### src/rtl/gcd_host.sv
// Host-side sequencer for a nibble-serial GCD engine: sends eight operand nibbles, collects four result beats.
// Optional result-beat watchdog enabled by defining GCD_HOST_TIMEOUT_EN (limit set by TIMEOUT_CYC).
module gcd_host #(
   parameter int TIMEOUT_CYC = 64
) (
   input  logic        clk,
   input  logic        rst_n,
   input  logic        req_valid,
   output logic        req_ready,
   input  logic [31:0] req_data,
   output logic        in_valid,
   output logic [3:0]  in_data,
   input  logic        out_valid,
   input  logic [4:0]  out_data,
   output logic        rsp_valid,
   input  logic        rsp_ready,
   output logic [4:0]  rsp_sum0,
   output logic [4:0]  rsp_sum1,
   output logic [4:0]  rsp_sum2,
   output logic [4:0]  rsp_gcd,
   output logic        rsp_timeout
);

   typedef enum logic [2:0] {
      IDLE    = 3'd0,
      SEND    = 3'd1,
      WAIT    = 3'd2,
      COLLECT = 3'd3,
      RESP    = 3'd4
   } state_t;

   state_t      state_q, state_d;
   logic        ready_q, ready_d;
   logic [31:0] data_q, data_d;
   logic [2:0]  idx_q, idx_d;
   logic [1:0]  beat_q, beat_d;
   logic [4:0]  sum0_q, sum0_d;
   logic [4:0]  sum1_q, sum1_d;
   logic [4:0]  sum2_q, sum2_d;
   logic [4:0]  gcd_q, gcd_d;

`ifdef GCD_HOST_TIMEOUT_EN
   localparam int TMR_W = $clog2(TIMEOUT_CYC + 1);
   logic [TMR_W-1:0] timer_q, timer_d, timer_inc;
   logic             timeout_q, timeout_d;
`else
   logic unused_cfg;
   assign unused_cfg = (TIMEOUT_CYC == 0);
`endif

   // req_ready is its own flop so it stays low while rst_n is held, even though state is IDLE.
   always_ff @(posedge clk or negedge rst_n) begin
      if (!rst_n) begin
         state_q   <= IDLE;
         ready_q   <= 1'b0;
         data_q    <= '0;
         idx_q     <= '0;
         beat_q    <= '0;
         sum0_q    <= '0;
         sum1_q    <= '0;
         sum2_q    <= '0;
         gcd_q     <= '0;
`ifdef GCD_HOST_TIMEOUT_EN
         timer_q   <= '0;
         timeout_q <= 1'b0;
`endif
      end else begin
         state_q   <= state_d;
         ready_q   <= ready_d;
         data_q    <= data_d;
         idx_q     <= idx_d;
         beat_q    <= beat_d;
         sum0_q    <= sum0_d;
         sum1_q    <= sum1_d;
         sum2_q    <= sum2_d;
         gcd_q     <= gcd_d;
`ifdef GCD_HOST_TIMEOUT_EN
         timer_q   <= timer_d;
         timeout_q <= timeout_d;
`endif
      end
   end

   always_comb begin
      state_d = state_q;
      data_d  = data_q;
      idx_d   = idx_q;
      beat_d  = beat_q;
      sum0_d  = sum0_q;
      sum1_d  = sum1_q;
      sum2_d  = sum2_q;
      gcd_d   = gcd_q;
`ifdef GCD_HOST_TIMEOUT_EN
      timer_d   = timer_q;
      timeout_d = timeout_q;
      timer_inc = timer_q + TMR_W'(1);
`endif
      case (state_q)
         IDLE: begin
            if (req_valid && ready_q) begin
               state_d = SEND;
               data_d  = req_data;
               idx_d   = '0;
               beat_d  = '0;
               sum0_d  = '0;
               sum1_d  = '0;
               sum2_d  = '0;
               gcd_d   = '0;
`ifdef GCD_HOST_TIMEOUT_EN
               timer_d   = '0;
               timeout_d = 1'b0;
`endif
            end
         end
         SEND: begin
            idx_d = idx_q + 3'd1;
            if (idx_q == 3'd7) begin
               state_d = WAIT;
            end
         end
         WAIT: begin
            if (out_valid) begin
               sum0_d  = out_data;
               beat_d  = 2'd1;
               state_d = COLLECT;
            end
         end
         COLLECT: begin
            if (out_valid) begin
               case (beat_q)
                  2'd1:    sum1_d = out_data;
                  2'd2:    sum2_d = out_data;
                  default: gcd_d  = out_data;
               endcase
               // Saturate at the last beat rather than wrapping the 2-bit count.
               if (beat_q == 2'd3) begin
                  state_d = RESP;
               end else begin
                  beat_d = beat_q + 2'd1;
               end
            end
         end
         RESP: begin
            if (rsp_ready) begin
               state_d = IDLE;
            end
         end
         default: state_d = IDLE;
      endcase
`ifdef GCD_HOST_TIMEOUT_EN
      // Watchdog counts only silent cycles; any beat restarts it.
      if (state_q == WAIT || state_q == COLLECT) begin
         if (out_valid) begin
            timer_d = '0;
         end else if (timer_inc == TMR_W'(TIMEOUT_CYC)) begin
            state_d   = RESP;
            timeout_d = 1'b1;
         end else begin
            timer_d = timer_inc;
         end
      end
`endif
      ready_d = (state_d == IDLE);
   end

   always_comb begin
      req_ready = ready_q;
      in_valid  = (state_q == SEND);
      in_data   = 4'd0;
      if (state_q == SEND) begin
         in_data = data_q[{idx_q, 2'b00} +: 4];
      end
      rsp_valid = (state_q == RESP);
      rsp_sum0  = sum0_q;
      rsp_sum1  = sum1_q;
      rsp_sum2  = sum2_q;
      rsp_gcd   = gcd_q;
`ifdef GCD_HOST_TIMEOUT_EN
      rsp_timeout = timeout_q;
`else
      rsp_timeout = 1'b0;
`endif
   end

endmodule

### config.mk
export PLATFORM = sky130hd
export DESIGN_NAME = gcd_host
export DESIGN_NICKNAME = d
export VERILOG_FILES = /design/src/rtl/gcd_host.sv
export SDC_FILE = /design/constraint.sdc
export NUM_CORES = 1
export LEC_CHECK = 0
export ABC_AREA = 1
export BUFFER_PORTS_ARGS = -buffer_cell sky130_fd_sc_hd__buf_2
export CORE_MARGIN = 2
export CORE_UTILIZATION = 24
export DETAILED_ROUTE_END_ITERATION = 6
export REMOVE_ABC_BUFFERS = 1
export SLEW_MARGIN = 20
export SYNTH_ARGS = -nofsm -noshare
export SYNTH_HDL_FRONTEND = slang
export SYNTH_SLANG_ARGS = --single-unit
### constraint.sdc
create_clock -name clk -period 1.61 [get_ports clk]
set_input_delay 0.0805 -clock clk [delete_from_list [all_inputs] [get_ports clk]]
set_output_delay 0.0805 -clock clk [all_outputs]
set_load 0.01 [all_outputs]
# Word level (Yosys, flattened, before mapping)
# Index checks and enable logic that the tools add are counted.
[word_totals]
reg_bits = 61
word_cells = 69
[classes]
add_sub_neg = 2
n_eq_ne = 15
shifts = 1
n_mux = 27
n_reduce_logical = 15
[ops]
columns = ["op", "count"]
rows = [
  ["5-bit 2-to-1 mux", 8],
  ["5-bit one-hot mux with 2 select lines", 4],
  ["32-bit by 6-bit variable part select with 4-bit output", 1],
  ["3-bit 2-to-1 mux", 7],
  ["3-bit one-hot mux with 5 select lines", 1],
  ["4-bit AND reduction", 3],
  ["2-bit inequality test (second input constant)", 5],
  ["2-bit 2-to-1 mux", 4],
  ["3-bit by 2-bit == test with 1-bit output (second input constant)", 2],
  ["3-bit == test (second input constant)", 2],
  ["3-bit logical NOT", 2],
  ["2-bit one-hot mux with 3 select lines", 1],
  ["3-bit one-hot mux with 2 select lines", 1],
  ["2-bit nonzero test", 3],
  ["5-bit AND reduction", 1],
  ["2-bit == test (second input constant)", 2],
  ["4-bit 2-to-1 mux", 1],
  ["2-bit by 1-bit inequality test with 1-bit output (second input constant)", 2],
  ["2-bit AND reduction", 2],
  ["3-bit by 1-bit adder with 3-bit output (second input constant)", 1],
  ["3-bit by 1-bit == test with 1-bit output (second input constant)", 1],
  ["3-bit AND reduction", 1],
  ["3-bit nonzero test", 1],
  ["2-bit by 1-bit adder with 2-bit output (second input constant)", 1],
  ["3 further kinds", 3],
]

# Longest topological paths before layout
# Gate-level depths: netlist of run 1.
[depth]
depth_word = 5
depth_mapped = 9

# Worst setup path before layout of run 1
# No wires, ideal clock.
[synth_path]
path_kind = "flip-flop to flip-flop"
startpoint = "reg state_q[0]"
endpoint = "reg sum2_q[0], in the netlist rsp_sum2[0]"
t_arrival_ns = 1.139
t_required_ns = 1.487
path_slack_ns = 0.348
path_stages_with_launch = 9
path_buffers = 2
cell_sequence = "dfrtp_1 buf_4 nor2_4 nand3_1 nand2_1 inv_1 buf_6 nand3_1 nand2_1"
[synth_via]
elab_chain_len = 3
elab_cells_between_ends = 8
cone_classes = "eq/ne (4); mux (1); reduce/logical (3)"
[synth_rtl]
columns = ["item", "line_no", "text"]
rows = [
  ["start: declaration", "32", "state_t state_q, state_d;"],
  ["start signal: assignment", "68", "state_q <= state_d;"],
  ["3-bit by 2-bit == test with 1-bit output or 3-bit logical NOT (tied branches)", "98", "case (state_q)"],
  ["2-bit by 1-bit inequality test with 1-bit output (no source line), or another cell as far along", "-", ""],
  ["4-bit AND reduction (no source line)", "-", ""],
  ["end signal: assignment", "75", "sum2_q <= sum2_d;"],
  ["end: declaration", "39", "logic [4:0] sum2_q, sum2_d;"],
]
# Parallel ways exist; a longest one is shown, timed or not.
# A chain may end at the register's enable or synchronous reset.

# Worst setup path in the final report of run 1
[layout_path]
startpoint = "reg idx_q[0]"
endpoint = "out in_data[2]"
[layout_via]
elab_chain_len = 2
[layout_rtl]
columns = ["item", "line_no", "text"]
rows = [
  ["start: declaration", "35", "logic [2:0] idx_q, idx_d;"],
  ["start signal: assignment", "71", "idx_q <= idx_d;"],
  ["32-bit by 6-bit variable part select with 4-bit output", "171", "in_data = data_q[{idx_q, 2'b00} +: 4];"],
  ["4-bit 2-to-1 mux", "170", "if (state_q == SEND) begin"],
  ["end: declaration", "12", "output logic [3:0] in_data,"],
]
# No other way between the ends.

==> results of run 1 <==
==> kinds of logic after synthesis <==
logic type      share of synthesized area
flops                               0.505
simple gates                        0.292
buf+inv                            0.0866
compound gates                     0.0940
other cells                       0.00124
fa+ha+maj                          0.0207
==> placed cells by master, fill, tap and decap left out, drive strengths merged <==
cell / synthesis / layout
nand2: 151 / 151
conb: 1 / 1
buf: 15 / 90
clkinvlp: 0 / 1
dlygate4sd3: 0 / 33
clkbuf: 1 / 13
nand3: 23 / 23
o21ai: 39 / 39
nor3: 2 / 2
a21oi: 2 / 2
nor2: 34 / 34
nand4: 3 / 3
clkinv: 1 / 1
inv: 43 / 44
bufinv: 0 / 1
dfrtp: 61 / 61
o211ai: 8 / 8
ha: 5 / 5
==> through the flow <==
step / cells / setup slack (ns) / total power [mW] / instance area, um^2 / TNS [ns]
final: 680 / 0.0254 / 7.98 / 4350 / 0
after global routing: 680 / -0.0892 / 8.72 / 4350 / -0.275
after CTS: 679 / -0.0127 / 7.98 / 4300 / -0.0127
after global placement: 624 / -0.0666 / 5.68 / 3600 / -0.126
after detailed placement: 624 / -0.107 / 5.75 / 3600 / -1.09
after floorplan: 373 / -0.0449 / 4.60 / 2920 / -0.238
==> power breakdown <==
group	internal, mW	switching, mW	total (mW)
Combinational	1.36	2.02	3.39
Sequential	2.23	0.378	2.61
Clock	1.32	0.664	1.98
Total	4.92	3.06	7.98
==> worst min-delay path by stage <==
stage	slack, ns	endpoint	cells past startpoint
6_report	0.03	rsp_sum0[1]	3
5_1_grt	0.03	rsp_sum0[1]	3
4_1_cts	0.02	rsp_sum0[1]	3
3_5_place_dp	0.12	rsp_sum0[2]	2
3_3_place_gp	0.12	rsp_sum0[2]	2
2_1_floorplan	-0.22	beat_q[0]	0
==> worst max-delay path: stages, from the launching register on <==
cell and delay (ns):
dfrtp_2 0.45, buf_6 0.17, nand2_1 0.07, o211ai_1 0.08
nand2_1 0.08, nor2_1 0.04, nor2_1 0.13, buf_2 0.16
==> final cells by class <==
| class | count | share of cell area |
|---|---|---|
| clock buffers | 13 | 0.0622 |
| repair buffers | 123 | 0.201 |
| flip-flops and latches | 61 | 0.352 |
| multi-input cells | 268 | 0.289 |
| well taps | 168 | 0.0484 |
| clock inverters | 3 | 0.00979 |
| inverters | 44 | 0.0386 |
==> flip-flops by register name, indices dropped and copies added (netlist names) <==
signal / count
rsp_sum2: 5
req_ready: 1
data_q: 32
state_q: 3
idx_q: 3
rsp_sum0: 5
rsp_sum1: 5
beat_q: 2
rsp_gcd: 5
==> per-layer routing <==
metal | track usage | wire length, um | up-vias | part of all wire
met1 | 0.145 | 3440 | 1234 | 0.46
met2 | 0.187 | 3340 | 75 | 0.45
met3 | 0.0400 | 476 | 18 | 0.064
met4 | 0.0492 | 189 | 0 | 0.025
li1 | - | - | 1443 | -
met5 | 0 | 0 | - | 0
==> timing repair <==
action                                 in CTS  in global routing
setup endpoints to repair                  25                 29
endpoints found under the hold margin      93                  0
gates resized for setup                     8                 12
hold buffers                               33                  0
buffers inserted                            6                  1
pin swaps                                   0                  1
==> impl_metrics.csv, run 1 <==
group,metric,value,unit
detailed_routing,drt_first_pass_iters,4,
sta,rsz0062_at_grt,"yes",
final_layout,fin_util,0.357,
worst_setup_path,worstPathArrival,1.50,ns
sta,final_max_slew_viol_count,0,
floorplan,rows,40,
floorplan,dieWidth,116,um
cts,clock_latency,0.33,ns
job,maxCapViolations,0,
detailed_routing,drc,0,
floorplan,die_h,116,um
yosys,synth-edff-count,0,
min_path,hold_class,"in -> reg",
grt,grt-ovfl-total,0,
worst_setup_path,cp_max_fo,16,
final_layout,drive_above_1_share,0.248,
sta,setup_viol_count_final,0,
cts,clk_pin_slew,0.05,ns
place,dp_hpwl,5.18,mm
yosys,synth_seq_cells,61,
floorplan,ios,70,
sta,min_period_over_period,0.984,
worst_setup_path,startpoint_type,"flop",
yosys,synth_top_area_share,0.505,
cts,cts_root_buffer,"clkbuf_16",
detailed_routing,via_per_inst,4.07,
worst_setup_path,rr_worst_depth,7,
yosys,syn_inst,389,
yosys,ys.flop_type,"dfrtp_1",
power,p_leak,2.30,nW
run_status,status,"finished, final reports clean",
yosys,synth_common_cells,"nand2_1 (148), dfrtp_1 (61), inv_1 (41)",
final_layout,nNetsFinal,554,
sta,maxSlewHeadroom,0.606,
sta,hold_viol,0,
worst_setup_path,r2r-end,"idx_q[1]",
sta,clock_skew,0.00632,ns
cts,clkSinkCount,61,
worst_setup_path,cp.required,1.53,ns
detailed_routing,first_iter_violations,161,
worst_setup_path,regToRegSetupSlack,0.15,ns
worst_setup_path,end_kind,"output port",
power,p_per_area,1840,nW/um^2
final_layout,area_growth,43.9,%
grt,grt.total_usage,0.117,
floorplan,start_util,0.248,
yosys,synthTopCellsByArea,"dfrtp_1 (51%), nand2_1 (18%), o21ai_0 (5.6%)",
final_layout,num_antenna_cells,0,
final_layout,fillers,1270,
place,gp_congestion,0.808,
yosys,ys_warn_count,0,
yosys,synth-seq-area-share,0.505,
cts,clk_path_buf_depth,2,
sta,fin_crit,1.58,ns
worst_setup_path,crit_end,"in_data[2]",
floorplan,fp.dieArea,13500,um^2
power,ir_drop,721,uV
yosys,yosysTopAreaCell,"dfrtp_1",
floorplan,core,12200,um^2
cts,cts_tree,"yes",
grt,grt_max_degree,62,
grt,grt_pass1_wl,12.3,mm
yosys,synth_cell_type_count,24,
detailed_routing,drt.antenna.violating_nets,0,
final_layout,seqCellArea,1530,um^2
detailed_routing,vias,2770,
worst_setup_path,rr_startpoint,"state_q[1]",
grt,grt_pass1_vias,2701,
final_layout,multiInputGateArea,1250,um^2
min_path,holdCritStartpoint,"out_data[1]",
worst_setup_path,startpoint,"idx_q[0]",
yosys,ys_async_sr_fraction,1.00,
detailed_routing,drt_wl_total,7.45,mm
yosys,syn-cell-area,3020,um^2
worst_setup_path,critPathKind,"reg -> out",
sta,hold_ws,0.0292,ns
detailed_routing,wl_per_cell,11.0,um
yosys,syn_area_per_cell,7.76,um^2
yosys,synth_most_common_cell,"nand2_1",
grt,antenna_found_initial,0,
cts,cts_made_buffers,9,
sta,fmax,0.631,GHz
place,numPortBuffers,68,
cts,h-tree-depth,3,
sta,worstMarginPinSlew,0.591,ns
Note: power is estimated with default switching activity, not from simulation.
==> inputs of run 2 (changes only) <==
CAP_MARGIN = 5   (was unset)
CTS_BUF_LIST = sky130_fd_sc_hd__clkbuf_8   (was unset)
clock period = 2 ns   (was 1.61 ns; I/O delays follow)
==> impl_metrics.csv, run 2 (synthesized netlist as in run 1, its figures left out) <==
group,metric,value,unit
final_layout,num_antenna_cells,0,
sta,setup_viol_count_final,0,
worst_setup_path,critPathMaxStageDelay,0.63,ns
floorplan,rows,40,
power,ir_drop,637,uV
sta,hold_viol,0,
grt,grtUsageMet1,0.142,
sta,worstMarginPinSlew,0.612,ns
detailed_routing,drt.antenna.violating_nets,0,
detailed_routing,drc,0,
worst_setup_path,end_kind,"output port",
sta,rsz0062_at_grt,"no",
min_path,hold_class,"in -> reg",
grt,grt_pass1_wl,12.8,mm
grt,use_met3,0.0379,
grt,antenna_found_initial,0,
sta,maxSlewHeadroom,0.592,
grt,grt-ovfl-total,0,
sta,fmax,0.558,GHz
detailed_routing,via_per_inst,4.19,
grt,grt_max_degree,53,
worst_setup_path,critPathKind,"reg -> out",
worst_setup_path,cp.required,1.90,ns
job,maxCapViolations,0,
cts,h-tree-depth,3,
final_layout,largest_register,"data_q",
final_layout,drive_above_1_share,0.208,
place,gp_congestion,0.800,
grt,top_usage_layer,"met2",
detailed_routing,drt_wl_total,7.38,mm
final_layout,multiInputGateArea,1230,um^2
final_layout,final_common_cell,"nand2_1",
final_layout,area_growth,35.3,%
power,p_per_area,1410,nW/um^2
sta,final_max_slew_viol_count,0,
cts,cts_root_buffer,"clkbuf_8",
final_layout,largest_reg_flops,32,
worst_setup_path,startpoint_type,"flop",
final_layout,fillers,1280,
final_layout,nNetsFinal,538,
sta,fin_crit,1.79,ns
cts,clk_pin_slew,0.07,ns
place,numPortBuffers,68,
detailed_routing,drt_first_pass_iters,5,
sta,setup_tns,0,ns
final_layout,seqCellArea,1530,um^2
cts,cts_resized,0,
grt,grt_pass1_vias,2899,
sta,min_period_over_period,0.897,
place,dp_hpwl,5.29,mm
cts,cts_made_buffers,9,
cts,clock_latency,0.34,ns
grt,grt.total_usage,0.120,
floorplan,die_h,116,um
power,p_leak,2.17,nW
run_status,status,"finished, final reports clean",
cts,clk_path_buf_depth,2,
cts,cts_tree,"yes",
floorplan,core,12200,um^2
floorplan,ios,70,
worst_setup_path,worstPathArrival,1.69,ns
floorplan,start_util,0.248,
worst_setup_path,cp_cell_sequence,"inv_1 -> o211ai_1 -> nand2_1 -> nor2_1 -> nor2_1 -> buf_2",
power,p_total,5.78,mW
floorplan,fp.dieArea,13500,um^2
final_layout,fin_util,0.336,
worst_setup_path,critPathMostFrequentCell,"nor2_1",
detailed_routing,vias,2781,
floorplan,dieWidth,116,um
worst_setup_path,cp_max_fo,14,
final_layout,mostFrequentLayoutCells,"nand2_1 (148), buf_2 (68), dfrtp_1 (61), inv_1 (41), o21ai_0 (34)",
grt,use_met2,0.211,
sta,clock_skew,0.0119,ns
worst_setup_path,worst_path_max_delay_cell,"dfrtp_1",
detailed_routing,wl_per_cell,11.1,um
detailed_routing,first_iter_violations,203,
cts,clkSinkCount,61,
[run 2: cell count changes in the layout (fill, tap and decap cells not counted), moves of 3 or more]
cell,change
clkbuf_16,-9
buf_6,-3
nor2_1,+3
nor2_2,-3
buf_4,-12
clkbuf_8,+7
[run 2: final timing paths]
| path | from | to | slack, ns | cells past startpoint |
|---|---|---|---|---|
| setup / recovery | idx_q[1] | in_data[2] | 0.21 | 6 |
| hold / removal | out_data[3] | rsp_sum0[3] | 0.03 | 3 |
| setup reg to reg | state_q[2] | rsp_sum2[4] | 0.43 | 6 |
| hold reg to reg | rsp_sum1[4] | rsp_sum1[4] | 0.48 | 2 |
| max in group asynchronous | rst_n | data_q[27] | 1.07 | 3 |
| min in group asynchronous | rst_n | rsp_gcd[4] | 0.32 | 2 |
[run 2: final cells by class]
class	count	area share
flip-flops and latches	61	0.374
multi-input cells	268	0.302
repair buffers	107	0.178
well taps	168	0.0514
inverters	44	0.0404
clock buffers	10	0.0337
clock inverters	6	0.0211
[run 2: critical path: cells and delay by family (launching register included)]
family / cells / cell delay, ns
buffers and inverters: 2 / 0.34
AOI/OAI and AO/OA: 1 / 0.14
and+or+nand+nor: 3 / 0.23
DFF: 1 / 0.63
[run 2: per-layer routing]
metal / share of wire / wire (um)
met2: 0.48 / 3550
met4: 0.016 / 117
met3: 0.053 / 392
met1: 0.45 / 3320
met5: 0 / 0
[run 2: through the flow]
step	cell area, um^2	instances	setup slack, ns	hold WS (ns)
detailed placement	3530	615	0.435	0.160
finish	4090	664	0.206	0.0284
floorplan	2920	373	0.345	-0.196
global route	4090	664	0.0280	0.0229
CTS	4090	664	0.180	0.0182
global placement	3530	615	0.488	0.148
[run 2: what timing repair did]
action / 4_1_cts / 5_1_grt
buffers inserted: 0 / 0
endpoints found under the hold margin: 57 / 0
hold buffers: 33 / 0
[run 2: where the power goes]
group | internal, mW | switching, mW | leakage [nW]
Combinational | 0.891 | 1.53 | 1.29
Clock | 0.733 | 0.507 | 0.112
Sequential | 1.79 | 0.334 | 0.766
==> inputs of run 3 (changes only) <==
BUFFER_PORTS_ARGS = unset   (was -buffer_cell sky130_fd_sc_hd__buf_2)
CELL_PAD_IN_SITES_DETAIL_PLACEMENT = 1   (was unset)
CELL_PAD_IN_SITES_GLOBAL_PLACEMENT = 2   (was unset)
DONT_BUFFER_PORTS = 1   (was unset)
PLACE_DENSITY_LB_ADDON = 0.1   (was unset)
==> impl_metrics.csv, run 3 (synthesized netlist as in run 1, its figures left out) <==
group,metric,value,unit
run_status,status,"finished, final reports clean",
detailed_routing,wl_per_cell,13.8,um
sta,min_period_over_period,0.913,
job,maxCapViolations,0,
sta,fin_crit,1.83,ns
sta,hold_viol,0,
place,gp_congestion,0.725,
power,p_leak,1.90,nW
place,numPortBuffers,0,
floorplan,fp.dieArea,13500,um^2
final_layout,multiInputGateArea,1230,um^2
worst_setup_path,rr_startpoint,"beat_q[0]",
worst_setup_path,crit_end,"in_data[3]",
worst_setup_path,critPathKind,"reg -> out",
final_layout,num_antenna_cells,0,
cts,cts_root_buffer,"clkbuf_8",
detailed_routing,drt_wl_total,8.37,mm
worst_setup_path,cp_cell_sequence,"inv_2 -> nand3_1 -> clkinv_1 -> nand2_1 -> nor2_1",
detailed_routing,drt.antenna.violating_nets,0,
floorplan,core,12200,um^2
worst_setup_path,worstPathArrival,1.73,ns
sta,clock_skew,0.00416,ns
worst_setup_path,cp_max_fo,8,
grt,grt-ovfl-total,0,
detailed_routing,drc,0,
worst_setup_path,startpoint,"state_q[2]",
sta,final_max_slew_viol_count,0,
sta,setup_viol_count_final,0,
worst_setup_path,worst_path_max_delay_cell,"dfrtp_1",
final_layout,area_growth,25.4,%
grt,grt.total_usage,0.135,
floorplan,dieWidth,116,um
power,p_per_area,1420,nW/um^2
worst_setup_path,r2r-end,"state_q[2]",
power,ir_drop,583,uV
cts,post-cts-setup-buffers,0,
final_layout,seqCellArea,1530,um^2
floorplan,die_h,116,um
floorplan,rows,40,
place,dp_hpwl,5.84,mm
detailed_routing,first_iter_violations,72,
sta,worstMarginPinSlew,0.640,ns
final_layout,largest_reg_flops,32,
worst_setup_path,critPathMaxStageDelay,0.43,ns
detailed_routing,drt_first_pass_iters,4,
floorplan,ios,70,
grt,grt_max_degree,62,
final_layout,drive_above_1_share,0.0778,
sta,fmax,0.548,GHz
power,p_total,5.39,mW
cts,clkSinkCount,61,
detailed_routing,vias,2569,
sta,maxSlewHeadroom,0.573,
worst_setup_path,end_kind,"output port",
grt,antenna_found_initial,0,
final_layout,largest_register,"data_q",
final_layout,final_common_cell,"nand2_1",
worst_setup_path,startpoint_type,"flop",
worst_setup_path,cp.required,1.90,ns
min_path,hold_class,"in -> reg",
cts,cts_made_buffers,9,
place,dp_cells,548,
cts,clock_latency,0.35,ns
grt,grt_pass1_vias,2712,
final_layout,final_cells,605,
cts,clk_path_buf_depth,2,
cts,clk_pin_slew,0.06,ns
cts,h-tree-depth,3,
worst_setup_path,rr_worst_depth,6,
final_layout,nNetsFinal,480,
floorplan,start_util,0.248,
final_layout,fillers,1501,
final_layout,mostFrequentLayoutCells,"nand2_1 (148), dfrtp_1 (61), inv_1 (44), dlygate4sd3_1 (41), o21ai_0 (34)",
worst_setup_path,regToRegSetupSlack,0.25,ns
cts,cts_tree,"yes",
grt,grt_pass1_wl,13.9,mm
detailed_routing,via_per_inst,4.25,
sta,rsz0062_at_grt,"yes",
run 3: changes by cell type in the layout (fill, tap and decap cells not counted), sizes merged:
cell         before  now
inv              43   46
clkinv            4    3
bufinv            2    0
clkinvlp          1    0
buf              74    8
dlygate4sd3      33   41
run 3: worst min path at each step:
stage	from	endpoint	slack, ns	cells past startpoint
detailed placement	rst_n	rsp_sum0[1]	-0.19	0
global route	out_valid	req_ready	0.11	5
CTS	out_valid	req_ready	0.04	5
floorplan	rst_n	beat_q[0]	-0.20	0
finish	out_valid	req_ready	0.08	5
global placement	rst_n	rsp_sum0[1]	-0.19	0
run 3: where the power goes:
| group | total [mW] | leakage (nW) | switching [mW] | internal (mW) |
|---|---|---|---|---|
| combinational | 2.23 | 1.04 | 1.47 | 0.763 |
| sequential | 2.22 | 0.766 | 0.435 | 1.79 |
| clock | 0.932 | 0.0957 | 0.474 | 0.458 |
run 3: cell type report:
type | instances | share of cell area
sequential | 61 | 0.403
multi-input combinational | 268 | 0.326
timing repair buffer | 49 | 0.130
tap | 168 | 0.0555
inverter | 44 | 0.0436
clock buffer | 10 | 0.0364
clock inverter | 5 | 0.00562
run 3: metrics by stage:
stage                     cell area (um^2)  setup TNS (ns)  setup WS [ns]  hold WS [ns]  utilization
after CTS                             3790               0         0.0932        0.0362        0.311
after global placement                3190               0         0.0478        -0.193        0.262
after detailed placement              3190               0        0.00271        -0.193        0.262
after global routing                  3790         -0.0259        -0.0191         0.106        0.311
after floorplan                       2920               0          0.345        -0.196            -
final                                 3790               0          0.175        0.0836        0.311
run 3: layer usage:
metal,GRT usage,up-vias,routed length (um)
li1,-,1293,-
met1,0.160,1215,3690
met2,0.229,53,4140
met3,0.0441,8,426
met4,0.0524,0,114
met5,0,-,0
run 3: critical path, delay by kind of cell (launching register included):
kind | cells | cell delay, ns
AND/OR/NAND/NOR | 3 | 0.54
flip-flops | 1 | 0.43
buffers and inverters | 2 | 0.41
run 3: repair_timing:
item	4_1_cts	5_1_grt
hold buffers	42	0
endpoints found under the setup margin	1	2
gates resized for setup	1	0
endpoints found under the hold margin	107	0
